## config.mk

```make
export PLATFORM = sky130hd
export DESIGN_NAME = uart_rx_flat
export DESIGN_NICKNAME = d
export VERILOG_FILES = /design/src/rtl/uart_rx_if.sv /design/src/rtl/uart_rx.sv /design/src/flat_wrapper.sv
export SDC_FILE = /design/constraint.sdc
export NUM_CORES = 1
export LEC_CHECK = 0
export CAP_MARGIN = 20
export CORE_ASPECT_RATIO = 0.6
export CORE_MARGIN = 2
export CORE_UTILIZATION = 28
export DETAILED_ROUTE_END_ITERATION = 7
export GPL_ROUTABILITY_DRIVEN = 0
export GPL_TIMING_DRIVEN = 0
export PLACE_DENSITY = 0.47
export SLEW_MARGIN = 25
export SYNTH_ARGS = -nofsm -noshare
export SYNTH_HDL_FRONTEND = slang
export SYNTH_SLANG_ARGS = --single-unit
```

## constraint.sdc

```tcl
create_clock -name clk -period 1.49 [get_ports clk]
set_input_delay 0.298 -clock clk [delete_from_list [all_inputs] [get_ports clk]]
set_output_delay 0.298 -clock clk [all_outputs]
set_load 0.05 [all_outputs]
```

## src/rtl/uart_rx_if.sv

```systemverilog
// Parallel side of the 8N1 receiver: serial line in, received byte and status pulses out.
interface uart_rx_if;
  logic       rxd;
  logic [7:0] data;
  logic       valid;
  logic       frame_err;
  logic       busy;

  modport master (
    input  rxd,
    output data,
    output valid,
    output frame_err,
    output busy
  );

  modport slave (
    output rxd,
    input  data,
    input  valid,
    input  frame_err,
    input  busy
  );
endinterface

```

## src/rtl/uart_rx.sv

```systemverilog
// 8N1 asynchronous serial receiver: start-bit qualification, mid-bit sampling LSB first,
// stop-bit check, one-cycle valid / frame_err strobes.
module uart_rx #(
  parameter int unsigned CLKS_PER_BIT = 16
) (
  input logic      clk,
  input logic      rst,
  uart_rx_if.master bus
);

  localparam int unsigned CntW = $clog2(CLKS_PER_BIT);
  localparam logic [CntW-1:0] CntHalf = CntW'(CLKS_PER_BIT / 2 - 1);
  localparam logic [CntW-1:0] CntFull = CntW'(CLKS_PER_BIT - 1);

  typedef enum logic [2:0] {
    StIdle,
    StStart,
    StData,
    StStop,
    StWait
  } state_e;

  state_e          state_q, state_d;
  logic [CntW-1:0] cnt_q, cnt_d;
  logic [2:0]      idx_q, idx_d;
  logic [7:0]      sh_q, sh_d;
  logic [7:0]      data_q, data_d;
  logic            valid_q, valid_d;
  logic            frame_err_q, frame_err_d;
  logic            sync1_q, sync2_q;
  logic            rx_s;

  // Two-flop synchronizer; resets to the idle (high) line level.
  always_ff @(posedge clk) begin
    if (rst) begin
      sync1_q <= 1'b1;
      sync2_q <= 1'b1;
    end else begin
      sync1_q <= bus.rxd;
      sync2_q <= sync1_q;
    end
  end

  assign rx_s = sync2_q;

  always_ff @(posedge clk) begin
    if (rst) begin
      state_q     <= StIdle;
      cnt_q       <= '0;
      idx_q       <= '0;
      sh_q        <= '0;
      data_q      <= '0;
      valid_q     <= 1'b0;
      frame_err_q <= 1'b0;
    end else begin
      state_q     <= state_d;
      cnt_q       <= cnt_d;
      idx_q       <= idx_d;
      sh_q        <= sh_d;
      data_q      <= data_d;
      valid_q     <= valid_d;
      frame_err_q <= frame_err_d;
    end
  end

  always_comb begin
    state_d     = state_q;
    cnt_d       = cnt_q;
    idx_d       = idx_q;
    sh_d        = sh_q;
    data_d      = data_q;
    valid_d     = 1'b0;
    frame_err_d = 1'b0;

    unique case (state_q)
      StIdle: begin
        cnt_d = '0;
        if (!rx_s) begin
          state_d = StStart;
        end
      end

      // Re-check the line at the middle of the start bit to reject short glitches.
      StStart: begin
        if (cnt_q == CntHalf) begin
          cnt_d = '0;
          if (!rx_s) begin
            idx_d   = '0;
            state_d = StData;
          end else begin
            state_d = StIdle;
          end
        end else begin
          cnt_d = cnt_q + 1'b1;
        end
      end

      // Counting a full bit from mid-start lands every sample at mid-bit.
      StData: begin
        if (cnt_q == CntFull) begin
          cnt_d = '0;
          sh_d  = {rx_s, sh_q[7:1]};
          if (idx_q == 3'd7) begin
            state_d = StStop;
          end else begin
            idx_d = idx_q + 3'd1;
          end
        end else begin
          cnt_d = cnt_q + 1'b1;
        end
      end

      // Leaving at mid-stop leaves half a bit to catch a back-to-back start edge.
      StStop: begin
        if (cnt_q == CntFull) begin
          cnt_d = '0;
          if (rx_s) begin
            data_d  = sh_q;
            valid_d = 1'b1;
            state_d = StIdle;
          end else begin
            frame_err_d = 1'b1;
            state_d     = StWait;
          end
        end else begin
          cnt_d = cnt_q + 1'b1;
        end
      end

      StWait: begin
        cnt_d = '0;
        if (rx_s) begin
          state_d = StIdle;
        end
      end

      default: begin
        cnt_d   = '0;
        state_d = StIdle;
      end
    endcase
  end

  assign bus.data      = data_q;
  assign bus.valid     = valid_q;
  assign bus.frame_err = frame_err_q;
  assign bus.busy      = (state_q != StIdle);

endmodule

```

## src/flat_wrapper.sv

```systemverilog
// flat-port wrapper written by rule: the top's interface ports become plain ports
module uart_rx_flat 
#(
  parameter int unsigned CLKS_PER_BIT = 16
)
  (clk, rst, bus_rxd, bus_data, bus_valid, bus_frame_err, bus_busy);
  uart_rx_if bus_i ();
  input logic clk;
  input logic rst;
  input wire logic [$bits(bus_i.rxd)-1:0] bus_rxd;
  output wire logic [$bits(bus_i.data)-1:0] bus_data;
  output wire logic [$bits(bus_i.valid)-1:0] bus_valid;
  output wire logic [$bits(bus_i.frame_err)-1:0] bus_frame_err;
  output wire logic [$bits(bus_i.busy)-1:0] bus_busy;
  assign bus_i.rxd = bus_rxd;
  assign bus_data = bus_i.data;
  assign bus_valid = bus_i.valid;
  assign bus_frame_err = bus_i.frame_err;
  assign bus_busy = bus_i.busy;
  uart_rx #(.CLKS_PER_BIT(CLKS_PER_BIT)) u_core (.clk(clk), .rst(rst), .bus(bus_i));
endmodule
```

== Word-level counts from Yosys, hierarchy flattened ==
Index checks and enable logic that the tools add are counted.
Word-level totals
  input port bits: 3
  word-level logic and storage cells: 56
  output and inout port bits: 11
  register bits after elaboration: 30
Cells by class
  eq/ne operators: 15
  mux-type cells: 19
  reduce and logical (&&, ||, !) cells: 9
  bitwise gates (word level): 2
  add/sub/neg operators: 2
Operators by type and width (count)
  $mux W3: 11
  $pmux W3 S5: 1
  $ne A2 B1 Y1 const B: 5
  $mux W4: 2
  $pmux W4 S2: 1
  $eq A3 B2 Y1 const B: 2
  $eq A3 B3 Y1 const B: 2
  $ne A2 B2 Y1 const B: 3
  $pmux W3 S2: 1
  $reduce_and A6 Y1: 1
  $reduce_and A5 Y1: 1
  $add A4 B1 Y4 const B: 1
  $eq A4 B3 Y1 const B: 1
  $eq A4 B4 Y1 const B: 1
  $add A3 B1 Y3 const B: 1
  $eq A3 B1 Y1 const B: 1
  $logic_not A3 Y1: 1
  $reduce_and A3 Y1: 1
  $reduce_bool A3 Y1: 1
  $reduce_or A3 Y1: 1
  $mux W1: 2
  $mux W2: 1
  $not A1 Y1: 2
  $reduce_and A2 Y1: 1
  2 further kinds: 2

== Logic depth before layout (Yosys ltp) ==
  depth in word-level cells: 4
  depth in mapped cells: 6
  mapped depth without buffers: 5

== Worst setup path after synthesis ==
No wires, ideal clock.
  path type: reg-to-reg
  start point: register u_core.idx_q[0]
  end point: register u_core.idx_q[1]
  required time: 1.360 ns
  slack: -0.026 ns
  buffers on the path: 0
  period minus slack after synthesis: 1.516 ns
  setup time: 0.130 ns
  arrival time: 1.386 ns
  stages on the path, launching flop included: 6
  cells stage by stage: dfxtp_1 -> ha_1 -> ha_1 -> or4b_1 -> nand4b_1 -> o311ai_1
Between the ends
  longest elaborated chain between the ends: 4
  elaborated cells on any way between the ends: 7
  classes of those cells: add/sub (1); eq/ne (2); mux (3); reduce/logical (1)
RTL lines
  start, declared: line uart_rx.sv:25  | logic [2:0] idx_q, idx_d;
  start signal, assigned: line uart_rx.sv:58  | idx_q <= idx_d;
  $add A3 B1 Y3: line uart_rx.sv:106  | idx_d = idx_q + 3'd1;
  $mux W3: line uart_rx.sv:103  | if (idx_q == 3'd7) begin
  $mux W3: line uart_rx.sv:100  | if (cnt_q == CntFull) begin
  $pmux W3 S2: line uart_rx.sv:75  | unique case (state_q)
Several ways; a longest one is shown, not always the timed one. The select of a mux whose other input is x is not followed.
A chain may end at the register's enable or synchronous reset.

== Final worst setup path ==
  start point: register u_core.state_q[1]
  end point: output bus_busy
Between the ends
  longest elaborated chain between the ends: 1
RTL lines
  start, declared: line uart_rx.sv:23  | state_e state_q, state_d;
  start signal, assigned: line uart_rx.sv:48  | state_q <= StIdle;
  start signal, assigned: line uart_rx.sv:56  | state_q <= state_d;
  $reduce_bool A3 Y1: line uart_rx.sv:147  | assign bus.busy = (state_q != StIdle);
  end, declared: line flat_wrapper.sv:14  | output wire logic [$bits(bus_i.busy)-1:0] bus_busy;
Every way passes these cells.

==> flow_summary.toml <==
[pwr]
p_per_area_mw_per_mm2 = 877
ir_drop_mv = 0.431
power_leakage_nw = 0.732

[cells_and_area]
final_common_cell = "dfxtp_1"
fin_util_pct = 39.2
nNetsFinal = 171
diodes = 0
stdcell_count = 229
area_growth_pct = 36.6
drive_above_1_share_pct = 25.9
mostFrequentLayoutCells = "25 x dfxtp_1, 12 x buf_4, 11 x a21oi_1"

[grt]
grt_max_degree = 11
antenna_found_initial = 0
grt_pass1_wl_mm = 5.13
track_usage_pct = 13.0
grt_pass1_vias = 1057
overflow = 0

[route]
vias_per_cell = 4.75
wl_per_cell_microns = 13.3
antenna_left = 0
first_iter_violations = 76
detail_route.first_pass.iterations = 4
dr_total_vias = 1087
drt_wl_total_mm = 3.05
remaining_drc_errors = 0

[timing]
slew_viol_final = 0
max_freq_mhz = 626
maxSlewHeadroom_pct = 65.9
finalHoldViolCount = 0
holdWs_ps = 417
skew_ps = 3.05
tightest_slew_ps = 513
min_period_over_period_pct = 107
worst_slack_ps = -108
rsz0062_at_grt = "true"
setup_viol_count_final = 3
min_period_ps = 1600

[placement]
dp_cells = 211
hpwl_mm = 2.06
io_buffer_count = 13
pre_cts_ws_ps = -487

[critical_path]
cp-end-kind = "primary output"
crit-reg2reg-capture = "u_core.idx_q[2]"
cp-start-kind = "flop"
worstPathMaxFanout = 6
worstSetupEndpoint = "bus_busy"
r2r_cells = 5
reg2reg_slack_ps = -30
worstSetupPathType = "flop to primary output"
required_ps = 1190
r2r_start = "u_core.idx_q[1]"
arrival_ps = 1300
critPathLaunch = "u_core.state_q[1]"

[floorplanning]
die_h_microns = 56.7
dieArea_sq_mm = 0.00521
initial_utilization_pct = 28.7
io_pins = 14
rows = 19
core_area_sq_mm = 0.00452
die_w_microns = 91.8

[synth]
synth.area.mux_share_pct = 6.18
synth_area_sq_mm = 0.00130
synth-compound-area-share_pct = 12.3
synth_xor_area_share_pct = 2.03
synth-edff-count = 0
synth-simple-area-share_pct = 25.3
synth_top_family_by_area = "simple AND/OR/NAND/NOR gates"
ys_seq_elements = 30
synthCells = 135
synth_flop_cell = "dfxtp_1"
synth_nets = 141
synth_fa_ha_area_share_pct = 2.90
yosysUniqueCellTypes = 32
synth_seq_area_share_pct = 46.3
yosys_warnings = 0
synth_async_sr_flop_share_pct = 0
synth.avg_cell_area_sq_um = 9.60

[job]
maxCapViolations = 0

[clock_network]
cts_sinks = 30
cts_max_level = 2
cts_root_buffer = "clkbuf_8"
clockBufferDepth = 2
cts_made_buffers = 5
cts_tree = "done"
clk_pin_slew_ps = 60
clock_latency_ps = 280

[outcome]
outcome = "finished, violations left"
violations = "negative setup slack"

[worst_hold_path]
hold_path_class = "flop to flop"
==> final cells by class <==
class | instances | area, sq um
plain buffers | 10 | 80.1
flip-flops and latches | 30 | 612
multi-input cells | 91 | 692
clock inverters | 1 | 5.00
well taps | 63 | 78.8
fillers | 441 | 2750
inverters | 3 | 11.3
clock buffers | 7 | 86.3
repair buffers | 24 | 205
==> state kept, by name, summed over array words and instances (netlist names) <==
signal,count
u_core.rx_s,1
u_core.bus.data,8
u_core.sync1_q,1
u_core.bus.valid,1
u_core.state_q,3
u_core.idx_q,3
u_core.bus.frame_err,1
u_core.cnt_q,4
u_core.sh_q,8
==> worst min path at each step <==
stage	start	endpoint	slack, ps	cells after the start
3_3_place_gp	u_core.sync1_q	u_core.rx_s	410	1
5_1_grt	u_core.sync1_q	u_core.rx_s	450	1
6_report	u_core.sync1_q	u_core.rx_s	420	1
3_5_place_dp	u_core.sync1_q	u_core.rx_s	410	1
2_1_floorplan	u_core.sync1_q	u_core.rx_s	390	1
4_1_cts	u_core.sync1_q	u_core.rx_s	420	1
==> what timing repair did <==
action | 4_1_cts | 5_1_grt
pin swaps | 5 | 4
resized for setup | 32 | 13
hold buffers | 0 | 0
setup endpoints to repair | 33 | 12
setup buffers | 4 | 7
==> cell usage after synthesis, types with 3 or more instances <==
| master | number | area (sq um) |
|---|---|---|
| clkbuf_1 | 6 | 22.5 |
| a21oi_1 | 11 | 55.1 |
| inv_1 | 3 | 11.3 |
| nand3b_1 | 3 | 22.5 |
| nand4b_1 | 4 | 35.0 |
| dfxtp_1 | 30 | 601 |
| mux2i_1 | 8 | 80.1 |
| a211oi_1 | 4 | 30.0 |
| ha_1 | 3 | 37.5 |
| o21ai_0 | 8 | 40.0 |
| nand2b_1 | 9 | 56.3 |
| nand3_1 | 10 | 50.1 |
| buf_2 | 4 | 20.0 |
| nor3_1 | 4 | 20.0 |
| or2_2 | 3 | 18.8 |
==> power by group <==
part           internal [mW]  switching (mW)  leakage, nW  total (mW)
sequential             0.805         0.00493        0.245       0.809
clock                  0.372           0.295       0.0482       0.666
combinational         0.0326          0.0445        0.439      0.0771
==> metal layers <==
layer,global-route usage (%),wire (microns),vias to the layer above,part of all wire [%]
met4,4.05,40,0,1.3
met5,0,0,-,0
met3,4.43,105,6,3.4
li1,-,-,553,-
met1,19.1,1650,509,54
met2,17.8,1250,19,41
==> cell families (layout without fill, tap and decap cells) <==
kind of cell | Yosys count | after routing
simple gates | 50 | 50
flops | 30 | 30
compound gates | 27 | 27
buf+inv | 14 | 45
mux | 8 | 8
fa+ha+maj | 3 | 3
xor+xnor | 3 | 3
==> worst max-delay path, stage by stage (launching register included) <==
cell     delay (ps)
dfxtp_4         350
buf_8           120
or3_4           390
buf_8           160
==> per-stage QoR <==
stage	instance area [sq um]	total power, mW	setup TNS [ps]
global placement	1510	0.896	-4290
finish	1770	1.55	-156
detailed placement	1510	0.897	-5170
CTS	1690	1.58	-316
floorplan	1300	0.872	0
global route	1770	1.63	-289
Note: power is estimated with default switching activity, not from simulation.
